**config.mk**
```make
export PLATFORM = sky130hd
export DESIGN_NAME = adder4_seq_ctrl
export DESIGN_NICKNAME = d
export VERILOG_FILES = /design/src/rtl/adder4_seq_ctrl.sv
export SDC_FILE = /design/constraint.sdc
export NUM_CORES = 1
export LEC_CHECK = 0
export ABC_AREA = 1
export BUFFER_PORTS_ARGS = -buffer_cell sky130_fd_sc_hd__buf_2
export CORE_UTILIZATION = 40
export CTS_CLUSTER_SIZE = 8
export DETAILED_ROUTE_END_ITERATION = 7
export GPL_TIMING_DRIVEN = 0
export PLACE_DENSITY = 0.65
export SLEW_MARGIN = 20
export SYNTH_ARGS = -nofsm -noshare
export SYNTH_HDL_FRONTEND = slang
export SYNTH_SLANG_ARGS = --single-unit
export TNS_END_PERCENT = 30
```
**constraint.sdc**
```tcl
create_clock -name clk -period 1.7 [get_ports clk]
set_input_delay 0.255 -clock clk [delete_from_list [all_inputs] [get_ports clk]]
set_output_delay 0.255 -clock clk [all_outputs]
set_load 0.005 [all_outputs]
```
**src/rtl/adder4_seq_ctrl.sv**
```systemverilog
// Wide-add sequencer: feeds one shared external 4-bit adder a nibble per cycle (LSB first)
// and returns the W-bit sum, carry and signed overflow through valid/ready handshakes.
//
// state | meaning
// IDLE  | in_ready high, waiting for operands; adder pins held at 0
// RUN   | one nibble per edge through the shared adder, idx selects the slice
// DONE  | result presented on out_valid, held until out_ready
module adder4_seq_ctrl #(
    parameter int NIBBLES = 4
) (
    input  logic                 clk,
    input  logic                 rst_n,
    input  logic                 in_valid,
    output logic                 in_ready,
    input  logic [4*NIBBLES-1:0] a,
    input  logic [4*NIBBLES-1:0] b,
    input  logic                 cin,
    output logic                 out_valid,
    input  logic                 out_ready,
    output logic [4*NIBBLES-1:0] sum,
    output logic                 cout,
    output logic                 ovf,
    output logic                 busy,
    output logic [3:0]           add_a,
    output logic [3:0]           add_b,
    output logic                 add_cin,
    input  logic [3:0]           add_sum,
    input  logic                 add_cout
);

    localparam int W  = 4 * NIBBLES;
    localparam int IW = $clog2(NIBBLES);
    localparam logic [IW-1:0] LAST_IDX = IW'(NIBBLES - 1);

    typedef enum logic [1:0] {
        IDLE = 2'd0,
        RUN  = 2'd1,
        DONE = 2'd2
    } state_t;

    state_t          state;
    state_t          state_nxt;
    logic [W-1:0]    a_reg;
    logic [W-1:0]    b_reg;
    logic [W-1:0]    sum_reg;
    logic            carry_reg;
    logic            cout_reg;
    logic            ovf_reg;
    logic [IW-1:0]   idx;
    logic [3:0]      nib_a;
    logic [3:0]      nib_b;
    logic            accept;
    logic            deliver;
    logic            last_step;

    assign accept    = (state == IDLE) && in_valid;
    assign deliver   = (state == DONE) && out_ready;
    assign last_step = (state == RUN) && (idx == LAST_IDX);

    always_ff @(posedge clk or negedge rst_n) begin
        if (!rst_n) begin
            state <= IDLE;
        end else begin
            state <= state_nxt;
        end
    end

    always_comb begin
        state_nxt = state;
        case (state)
            IDLE:    if (accept) state_nxt = RUN;
            RUN:     if (last_step) state_nxt = DONE;
            DONE:    if (deliver) state_nxt = IDLE;
            default: state_nxt = IDLE;
        endcase
    end

    always_comb begin
        nib_a = '0;
        nib_b = '0;
        for (int i = 0; i < NIBBLES; i++) begin
            if (idx == IW'(i)) begin
                nib_a = a_reg[4*i +: 4];
                nib_b = b_reg[4*i +: 4];
            end
        end
    end

    always_comb begin
        in_ready  = (state == IDLE);
        out_valid = (state == DONE);
        busy      = (state != IDLE);
        add_a     = '0;
        add_b     = '0;
        add_cin   = 1'b0;
        if (state == RUN) begin
            add_a   = nib_a;
            add_b   = nib_b;
            add_cin = carry_reg;
        end
    end

    // Results survive the return to IDLE; they change only when the next RUN overwrites them.
    always_ff @(posedge clk or negedge rst_n) begin
        if (!rst_n) begin
            a_reg     <= '0;
            b_reg     <= '0;
            sum_reg   <= '0;
            carry_reg <= 1'b0;
            cout_reg  <= 1'b0;
            ovf_reg   <= 1'b0;
            idx       <= '0;
        end else if (accept) begin
            a_reg     <= a;
            b_reg     <= b;
            carry_reg <= cin;
            idx       <= '0;
        end else if (state == RUN) begin
            for (int i = 0; i < NIBBLES; i++) begin
                if (idx == IW'(i)) begin
                    sum_reg[4*i +: 4] <= add_sum;
                end
            end
            carry_reg <= add_cout;
            if (last_step) begin
                cout_reg <= add_cout;
                ovf_reg  <= (a_reg[W-1] == b_reg[W-1]) && (add_sum[3] != a_reg[W-1]);
            end else begin
                idx <= idx + 1'b1;
            end
        end
    end

    assign sum  = sum_reg;
    assign cout = cout_reg;
    assign ovf  = ovf_reg;

endmodule

```
# Word level (Yosys, flattened, before mapping)
# Index checks and enable logic that the tools add are counted.
# word_totals
reg_bits	55
inputBits	42
out_inout_bits	30
elab_cells	59
# classes
add_sub_neg	1
eq_ne	11
muxes	20
n_bitwise	1
reduce_logical	15
# ops
operator	count
$mux 4	10
$reduce_and 3->1	6
$mux 2	6
$eq 2x2->1 const B	3
$pmux 2 s3	1
$eq 2x1->1 const B	2
$logic_and 1x1->1	4
$logic_not 2->1	2
$ne 2x1->1 const B	2
$ne 2x2->1 const B	2
$reduce_bool 2->1	2
$mux 1	3
$add 2x1->2 const B	1
$reduce_and 2->1	1
$eq 1x1->1	1
$ne 1x1->1	1
$not 1->1	1

# Longest topological paths before layout
# depth
ltp_word	6
ltp_mapped	8
ltp_nobuf	7

# Worst setup path before layout
# OpenSTA, ideal clock, no wires.
# synth_path
path_kind	register to output
startpoint	register idx[0]
endpoint	output port add_a[3]
arrival_ns	1.179
required_ns	1.445
slack_ns	0.266
stages_incl_launch_ff	9
n_path_buf	1
path_cell_list	dfrtp_1 > inv_1 > ha_1 > buf_2 > inv_1 > nor2_1 > nor2_1 > nand2_1 > nand2_1
# synth_between
elab_chain_len	6
elab_cells_between_ends	9
classes_between	eq/ne (3); mux (5); reduce/logical (1)
# synth_lines
item	line_no	source
start: declaration	49	logic [IW-1:0] idx;
start signal: assignment	129	idx <= idx + 1'b1;
$logic_not 2->1	82	if (idx == IW'(i)) begin
$mux 4 (3 in a row)	82	
$mux 4 *	82	
$mux 4 *	96	if (state == RUN) begin
end: declaration	24	output logic [3:0] add_a,
# Every way passes the cells marked *; elsewhere a longest branch is shown, timed or not.

# Worst setup path after layout
# layout_path
startpoint	register idx[0]
endpoint	output port add_b[0]
# layout_between
elab_chain_len	6
elab_cells_between_ends	9
classes_between	eq/ne (3); mux (5); reduce/logical (1)
# layout_lines
item	line_no	source
$logic_not 2->1	82	
$mux 4 (3 in a row)	82	
$mux 4 *	82	
$mux 4 *	96	
end: declaration	25	output logic [3:0] add_b,
# Marks and branches as above.

==> impl_metrics.toml <==
[sta]
fin_crit_ns = 1.91
skew_ns = 0.00556
setup_viol = 8
timing.final.ws_setup_ns = -0.213
worst_slew_pin_slew_ns = 0.690
fin_crit_sh = 1.13
hold_viol = 20
slew_headroom = 0.540
drv_slew = 0
fmax_mhz = 523
hold_ws_ns = -0.0295
rsz0062_at_grt = "yes"

[setup_path]
cp.depth = 8
worst_setup_path_end_kind = "output port"
slowest_stage = "dfrtp_2"
cp_cell_sequence = "inv_4 -> ha_4 -> clkinvlp_4 -> nor2_1 -> nor2_1 -> nand2_1 -> nand2_1 -> buf_2"
crit_family = "flip-flops"
slowest_delay_ns = 0.47
required_ns = 1.44
r2r.worst_path.cells = 6
worst-path-max-fanout = 8
cp_num_buf_inv = 3
criticalPathCategory = "flop to output port"
critPathLaunchType = "flop"
arrival_ns = 1.66

[die]
ioPinCount = 72
fp.dieArea_sq_um = 6680
coreArea_sq_um = 6030
num_rows = 28
chipWidth_um = 81.7
initial_utilization = 0.422
chipHeight_um = 81.7

[detailed_routing]
viasPerCell = 4.91
drt_pass1_iterations = 4
wl_um = 6220
final_antenna_net_count = 0
drc = 0
drtIter0Drc = 124
post_drt_wl_per_cell_um = 13.3
vias = 2297

[final_layout]
nNetsFinal = 438
antenna_cells = 0
fillers = 604
drive_above_1_share = 0.293
postLayoutCoreUtil = 0.527
area_delta_synth_final_pct = 24.9

[cts]
cts_buffers = 5
ctsHoldBuffers = 0
clockBufferDepth = 2
worstSkewPairLatency_ns = 0.30
path_clk_slew_ns = 0.10
cts_root_buf = "clkbuf_8"
cts_tree = "built"
cts.sinks = 55
htree_num_levels = 2

[synth]
yosysSeqAreaShare = 0.542
postSynthCellCount = 313
syn_nets = 359
ys_types = 19
syn_area_sq_um = 2540
avgSynthCellArea_sq_um = 8.12
ys_ff_latch = 55
yosysWarnings = 0

[power]
pwr-share-clk = 0.129
ir_worst_vdd_mv = 0.809
p_leak_nw = 1.77
power_w = 0.00595
p_sw_w = 0.00250
p_per_area_nw_per_um2 = 1870
combinationalPowerShare = 0.477
swShare = 0.420
internal_power_w = 0.00345
p_seq_frac = 0.394

[global_route]
grt_pass1_vias = 2171
gr-total-overflow = 0
antenna_found_initial = 0
grt_pass1_wl_um = 10300
grt_max_degree = 56
grtUsageTotal = 0.206

[status]
violations = "negative hold slack, negative setup slack"
status = "complete, but fails checks"

[flow_run]
maxCapViolations = 0

[hold_path]
worstHoldPathType = "primary input to async pin"

[placement]
io_buffers = 71
dpl.hpwl_um = 4350
gp_congestion = 0.794
-- layout by cell type, fill, tap and decap left out, drive strengths merged --
| cell | n |
|---|---|
| dfrtp | 55 |
| clkinv | 2 |
| inv | 15 |
| ha | 4 |
| nand3 | 46 |
| o21a | 2 |
| nand2 | 129 |
| clkinvlp | 2 |
| a21oi | 8 |
| o21ai | 16 |
| clkbuf | 9 |
| nor2 | 20 |
| o31ai | 1 |
| buf | 84 |
-- power groups by stage --
stage,sequential (W),clock (W),combinational (W)
4_1_cts,0.00233,0.000787,0.00283
3_3_place_gp,0.00232,0,0.00258
6_report,0.00234,0.000770,0.00283
3_5_place_dp,0.00234,0,0.00263
5_1_grt,0.00243,0.000854,0.00327
2_1_floorplan,0.00229,0,0.00170
-- layer usage --
layer | vias up | GRT usage | routed length (um)
met1 | 1068 | 0.291 | 3040
met3 | 8 | 0.0389 | 309
met4 | 0 | 0.0596 | 95
met5 | - | 0 | 0
met2 | 71 | 0.322 | 2770
li1 | 1150 | - | -
-- timing repair --
action                                  4_1_cts  5_1_grt
cloned                                        0        0
pin swaps                                     6       10
endpoints found under the setup margin        8       10
resized for setup                            17       11
buffers inserted                              3        0
-- path summary, 6_finish.rpt --
| check | from | end | slack (ns) |
|---|---|---|---|
| setup / recovery | idx[0] | add_b[0] | -0.21 |
| hold / removal | rst_n | sum[9] | -0.03 |
| setup reg to reg | idx[1] | sum[4] | 0.31 |
| hold reg to reg | a_reg[0] | a_reg[0] | 0.48 |
| max in group asynchronous | rst_n | idx[1] | 1.21 |
| min in group clk | out_ready | state[1] | 0.15 |
-- cells in the mapped netlist --
master / count / area, sq um
buf_4: 3 / 22.5
clkbuf_1: 4 / 15.0
nand3_1: 46 / 230
o21a_1: 2 / 15.0
inv_1: 15 / 56.3
ha_1: 4 / 50.1
clkinv_1: 1 / 3.75
o21ai_2: 4 / 35.0
nor2_1: 18 / 67.6
nand2_1: 129 / 484
dfrtp_1: 55 / 1380
buf_1: 1 / 3.75
buf_6: 2 / 22.5
buf_2: 5 / 25.0
inv_2: 1 / 3.75
o21ai_0: 12 / 60.1
a21oi_1: 8 / 40.0
nor2_4: 2 / 22.5
o31ai_1: 1 / 7.51
-- worst reg2reg max path, cell delays in order (launching register included) --
cell and delay [ns]:
dfrtp_2 0.45, inv_1 0.10, ha_1 0.18, buf_6 0.17, nand2_1 0.19, nand2_1 0.10
o21ai_0 0.09
-- kinds of logic (layout without fill, tap and decap cells) --
| kind of cell | after synthesis | count (layout) | share of synthesized area |
|---|---|---|---|
| buf+inv | 32 | 112 | 0.0601 |
| simple gates | 195 | 195 | 0.317 |
| compound gates | 27 | 27 | 0.0620 |
| flops | 55 | 55 | 0.542 |
| fa+ha+maj | 4 | 4 | 0.0197 |
-- area by class of cell --
type,instances,area (sq um),area share
Clock buffer,6,82.6,0.0260
Tap cell,75,93.8,0.0296
Clock inverter,2,16.3,0.00513
Buffer,13,92.6,0.0292
Inverter,17,76.3,0.0241
Timing Repair Buffer,74,380,0.120
Multi-Input combinational cell,226,1050,0.331
Sequential cell,55,1380,0.435
-- per-stage QoR --
| stage | instances | setup slack [ns] | cell area (sq um) | setup TNS, ns |
|---|---|---|---|---|
| 3_5_place_dp | 459 | -0.0658 | 2990 | -0.312 |
| 2_1_floorplan | 313 | 0.266 | 2540 | 0 |
| 6_report | 468 | -0.213 | 3170 | -1.57 |
| 3_3_place_gp | 459 | -0.0747 | 2990 | -0.359 |
| 5_1_grt | 468 | -0.397 | 3170 | -2.83 |
| 4_1_cts | 469 | -0.280 | 3160 | -1.95 |
No activity file was read; power rests on OpenSTA's default activity.
